--- config.mk ---
export PLATFORM = sky130hd
export DESIGN_NAME = ifetch_unit
export DESIGN_NICKNAME = d
export VERILOG_FILES = /design/src/rtl/ifetch_unit_pkg.sv /design/src/rtl/ifetch_unit_fetch_fifo.sv /design/src/rtl/ifetch_unit.sv
export SDC_FILE = /design/constraint.sdc
export NUM_CORES = 1
export LEC_CHECK = 0
export ABC_AREA = 1
export CAP_MARGIN = 5
export CORE_MARGIN = 10
export CORE_UTILIZATION = 29
export DETAILED_ROUTE_END_ITERATION = 16
export GPL_TIMING_DRIVEN = 1
export SLEW_MARGIN = 30
export SYNTH_ARGS = -nofsm -noshare
export SYNTH_HDL_FRONTEND = slang
export SYNTH_SLANG_ARGS = --single-unit
--- constraint.sdc ---
create_clock -name clock -period 12.11 [get_ports clock]
set_input_delay 3.633 -clock clock [delete_from_list [all_inputs] [get_ports clock]]
set_output_delay 3.633 -clock clock [all_outputs]
set_load 0.005 [all_outputs]
--- src/rtl/ifetch_unit_pkg.sv ---
// Shared fetch-stage types: widths, reset PC, FSM encoding and buffer entry layout.
// Pure declarations, no logic.
package ifetch_unit_pkg;

    localparam int XLEN = 32;
    localparam int ILEN = 32;

    localparam logic [XLEN-1:0] RESET_PC_DEFAULT = 32'h0100_0000;

    typedef enum logic [1:0] {
        ST_BOOT  = 2'd0,
        ST_FETCH = 2'd1,
        ST_FAULT = 2'd2
    } fetch_state_t;

    typedef struct packed {
        logic [XLEN-1:0] pc;
        logic [ILEN-1:0] inst;
    } fetch_entry_t;

    function automatic logic is_misaligned(input logic [1:0] addr_lsb);
        return addr_lsb != 2'b00;
    endfunction

endpackage

--- src/rtl/ifetch_unit_fetch_fifo.sv ---
// Two-entry {pc, inst} fetch buffer; head visible the cycle after its push.
// Push while full is dropped unless a pop frees the slot in the same cycle; flush wins over both.
module fetch_fifo
    import ifetch_unit_pkg::*;
#(
    parameter int DEPTH = 2
) (
    input  logic         clock,
    input  logic         reset,
    input  logic         push,
    input  fetch_entry_t push_data,
    input  logic         pop,
    input  logic         flush,
    output fetch_entry_t head_data,
    output logic [1:0]   count
);

    localparam logic [1:0] FULL_COUNT = 2'(DEPTH);

    fetch_entry_t mem [2];
    logic         rd_ptr;
    logic         wr_ptr;
    logic         do_push;
    logic         do_pop;

    assign do_pop    = pop && (count != 2'd0);
    assign do_push   = push && ((count != FULL_COUNT) || do_pop);
    assign head_data = mem[rd_ptr];

    always_ff @(posedge clock or posedge reset) begin
        if (reset) begin
            mem[0] <= '0;
            mem[1] <= '0;
            rd_ptr <= 1'b0;
            wr_ptr <= 1'b0;
            count  <= 2'd0;
        end else if (flush) begin
            rd_ptr <= 1'b0;
            wr_ptr <= 1'b0;
            count  <= 2'd0;
        end else begin
            if (do_push) begin
                mem[wr_ptr] <= push_data;
                wr_ptr      <= ~wr_ptr;
            end
            if (do_pop) begin
                rd_ptr <= ~rd_ptr;
            end
            count <= count + {1'b0, do_push} - {1'b0, do_pop};
        end
    end

endmodule

--- src/rtl/ifetch_unit.sv ---
// Sequential instruction fetch into a two-entry buffer with redirect and sticky misalignment fault.
// First instruction visible two cycles after reset; decode stall (dec_ready=0) holds pc once the buffer is full.
module ifetch_unit
    import ifetch_unit_pkg::*;
#(
    parameter logic [XLEN-1:0] RESET_PC   = RESET_PC_DEFAULT,
    parameter int              FIFO_DEPTH = 2
) (
    input  logic            clock,
    input  logic            reset,
    output logic [XLEN-1:0] imem_address,
    output logic            imem_read_write,
    input  logic [ILEN-1:0] imem_data_out,
    input  logic            redirect_valid,
    input  logic [XLEN-1:0] redirect_target,
    input  logic            dec_ready,
    output logic            dec_valid,
    output logic [ILEN-1:0] dec_inst,
    output logic [XLEN-1:0] dec_pc,
    output logic            fetch_fault,
    output logic [XLEN-1:0] fault_pc
);

    localparam logic [1:0] FULL_COUNT = 2'(FIFO_DEPTH);

    fetch_state_t    state;
    fetch_state_t    state_next;
    logic [XLEN-1:0] pc;
    logic [1:0]      count;
    fetch_entry_t    head;
    fetch_entry_t    push_entry;
    logic            push;
    logic            pop;
    logic            flush;
    logic            redirect_take;
    logic            misaligned;

    always_ff @(posedge clock or posedge reset) begin
        if (reset) begin
            state <= ST_BOOT;
        end else begin
            state <= state_next;
        end
    end

    always_comb begin
        state_next = state;
        case (state)
            ST_BOOT:  state_next = (redirect_take && misaligned) ? ST_FAULT : ST_FETCH;
            ST_FETCH: if (redirect_take && misaligned) state_next = ST_FAULT;
            ST_FAULT: state_next = ST_FAULT;
            default:  state_next = ST_BOOT;
        endcase
    end

    // Any redirect suppresses both buffer ports for the cycle; FAULT ignores redirects entirely.
    always_comb begin
        misaligned    = is_misaligned(redirect_target[1:0]);
        redirect_take = redirect_valid && (state != ST_FAULT);
        flush         = redirect_take;
        dec_valid     = (count != 2'd0) && !redirect_valid && (state != ST_FAULT);
        pop           = dec_valid && dec_ready;
        push          = (state == ST_FETCH) && !redirect_valid && ((count != FULL_COUNT) || pop);
    end

    always_ff @(posedge clock or posedge reset) begin
        if (reset) begin
            pc <= RESET_PC;
        end else if (redirect_take && !misaligned) begin
            pc <= redirect_target;
        end else if (push) begin
            pc <= pc + 32'd4;
        end
    end

    always_ff @(posedge clock or posedge reset) begin
        if (reset) begin
            fetch_fault <= 1'b0;
            fault_pc    <= '0;
        end else if (redirect_take && misaligned) begin
            fetch_fault <= 1'b1;
            fault_pc    <= redirect_target;
        end
    end

    assign push_entry = '{pc: pc, inst: imem_data_out};

    fetch_fifo #(
        .DEPTH (FIFO_DEPTH)
    ) u_fifo (
        .clock     (clock),
        .reset     (reset),
        .push      (push),
        .push_data (push_entry),
        .pop       (pop),
        .flush     (flush),
        .head_data (head),
        .count     (count)
    );

    assign imem_address    = pc;
    assign imem_read_write = 1'b0;
    assign dec_inst        = head.inst;
    assign dec_pc          = head.pc;

endmodule

==> impl_metrics.json <==
{
  "slew_violations": 0,
  "p_clk_frac": 0.187,
  "cp_num_buf_inv": 3,
  "ctsRootBufferMaster": "clkbuf_16",
  "nFillCells": 3390,
  "crit_top_cell": "clkdlybuf4s50_1",
  "required_ps": 8480,
  "net-switching-power_w": 0.00113,
  "max_freq_mhz": 118,
  "clockBufferDepth": 2,
  "nets": 1427,
  "grt_pass1_vias": 8072,
  "wl_met2_mm": 12.3,
  "antenna_found_initial": 0,
  "hold_violations": 0,
  "routed.top_layer": "met4",
  "area_delta_synth_final_pct": 29.7,
  "critPathTopFamily": "buffers and inverters",
  "dr.first_iter.drc_count": 470,
  "crit_fanout": 3,
  "final_layout_size_suffix_gt1_frac": 0.114,
  "diodes": 0,
  "cts-htree-levels": 4,
  "max_cap_violations": 0,
  "path_cells": "clkdlybuf4s50_1 > inv_1 > nand2_1 > nor2_1 > clkdlybuf4s50_1",
  "path_class": "input port to primary output",
  "rsz0062_at_grt": "false",
  "synth.area.top_cells": "dfrtp_1 (51%), nand2_1 (20%), o21ai_2 (5.0%)",
  "via_count": 7957,
  "wirelength_mm": 27.7,
  "syn_inst": 1182,
  "cp_slowest_cell": "clkdlybuf4s50_1",
  "hold_path.class": "flop to flop",
  "ys_types": 32,
  "power.internal_w": 0.00193,
  "wl_met1_mm": 13.0,
  "die-height_um": 203,
  "worstPathArrival_ps": 4830,
  "power_leakage_nw": 5.97,
  "mostFrequentLayoutCell": "nand2_1",
  "p_per_area_nw_per_um2": 244,
  "cts_made_buffers": 17,
  "die-area_um2": 41000,
  "start_util": 0.295,
  "finalSetupViolCount": 0,
  "io_pins": 199,
  "cts_tree": "built",
  "worst_slew_pin_slew_ps": 921,
  "final_core_util": 0.383,
  "clock-sinks": 199,
  "synthesis.nets": 1257,
  "power_frac_seq": 0.381,
  "finClkSkew_ps": 8.39,
  "remaining_drc_errors": 0,
  "grt_pass1_wl_mm": 45.0,
  "place.gp.congestion": 0.885,
  "cp-end-kind": "primary output",
  "die_x_um": 203,
  "postCtsSetupBuffers": 0,
  "ant_nets": 0,
  "swShare": 0.368,
  "clock_latency_ps": 450,
  "ir_drop_mv": 0.0994,
  "comb_power_share": 0.432,
  "overflow": 0,
  "final-seq-area_um2": 4980,
  "via_per_inst": 4.40,
  "finalCritPeriodShare": 0.699,
  "cts_resized": 0,
  "io_buffer_count": 197,
  "yosys.area.top_type": "dfrtp_1",
  "core_um2": 32700,
  "slowest_delay_ps": 510,
  "hpwl_mm": 19.6,
  "synth.avg_cell_area_um2": 8.17,
  "yosysWarnings": 0,
  "ctsHoldBuffers": 0,
  "final_cell_mix": "nand2_1 (504), dfrtp_1 (197), clkdlybuf4s50_1 (197), inv_1 (100), o21ai_1 (73)",
  "setup_tns_ps": 0,
  "yosysTopAreaCellShare": 0.513,
  "multi_input_area_um2": 3970,
  "dr_wl_met3_mm": 2.00,
  "first_pass_iters": 5,
  "rows": 66,
  "yosysSeqAreaShare": 0.516,
  "startpoint_type": "input port",
  "syn_area_um2": 9660,
  "synth_seq_cells": 199,
  "min_period_ps": 8460,
  "grt_usage": 0.137,
  "post_drt_wl_per_cell_um": 15.3,
  "clk_pin_slew_ps": 70,
  "outcome": "finished clean",
  "slew-limit-headroom": 0.386,
  "grt_max_degree": 126
}
[routing by layer]
layer,GRT usage,up-vias
met5,0,-
met3,0.0522,25
met4,0.0362,0
met1,0.178,3696
li1,-,4032
met2,0.210,204
[worst min-delay path, delay by kind of cell, from the launching register on]
kind                   cells  cell delay, ps
buffers and inverters      1              40
AND/OR/NAND/NOR            1              50
flip-flops                 1             350
[synthesized netlist by cell type]
cell,instances
nor2_1,49
nand3_1,54
nand2_4,1
nor2_2,4
nand3_2,1
buf_2,21
mux2_2,30
and2_1,2
or2_2,2
a22oi_1,2
clkbuf_1,18
conb_1,1
nand2_1,505
or2_4,1
dfrtp_1,198
dfstp_2,1
o21ai_2,55
nand3b_1,1
a21oi_1,4
o211ai_1,1
ha_1,7
inv_2,2
o22ai_1,1
buf_4,1
a21boi_2,1
o21ai_0,11
buf_1,2
nand2_2,12
inv_1,102
o21ai_1,73
buf_6,13
xor2_1,6
[registers in the layout (all words and copies together) (netlist names)]
name and cells:
fault_pc 32, fetch_fault 1, u_fifo.count 2, imem_address 32
u_fifo.wr_ptr 1, state 2, u_fifo.rd_ptr 1, u_fifo.mem 128
[final cells by class]
type | instances | share of cell area
clock inverter | 14 | 0.0109
multi-input combinational | 824 | 0.317
timing repair buffer | 206 | 0.163
tap | 442 | 0.0441
clock buffer | 18 | 0.0351
inverter | 104 | 0.0322
sequential | 199 | 0.398
[worst paths after layout]
check,start,slack [ps],depth (start not counted),endpoint
min reg2reg,fetch_fault,470,2,fetch_fault
max in group asynchronous,reset,7230,3,u_fifo.rd_ptr
max reg2reg,state[0],8900,10,u_fifo.mem[65]
min,fetch_fault,470,2,fetch_fault
min in group asynchronous,reset,3680,2,u_fifo.mem[17]
max,redirect_valid,3650,5,dec_valid
[stage by stage]
stage | hold slack [ps] | worst slack, ps | instance area [um2] | power (W) | instances
floorplan | 453 | 3050 | 9660 | 0.00182 | 1182
CTS | 478 | 3630 | 12500 | 0.00311 | 1807
finish | 471 | 3650 | 12500 | 0.00306 | 1807
detailed placement | 454 | 3650 | 11900 | 0.00253 | 1775
global placement | 452 | 3640 | 11900 | 0.00250 | 1775
global route | 493 | 3560 | 12500 | 0.00332 | 1807
[power groups by stage]
stage,registers [W],clock network (W),logic (W)
after global routing,0.00121,0.000621,0.00149
after global placement,0.00117,0,0.00133
after CTS,0.00116,0.000593,0.00136
after detailed placement,0.00117,0,0.00135
after floorplan,0.00114,0,0.000682
final,0.00117,0.000572,0.00132
[logic make-up (layout without fill, tap and decap cells)]
logic type                 Yosys count  after routing  share of synthesized area
AOI/OAI and AO/OA                  148            148                     0.0996
xor gates and xnor gates             6              6                    0.00544
adders and majority gates            7              7                    0.00906
buffers and inverters              159            342                     0.0750
DFF                                199            199                      0.516
muxes                               30             30                     0.0350
other                                1              1                   0.000388
and+or+nand+nor                    632            632                      0.260
(Power assumes the default switching activity.)
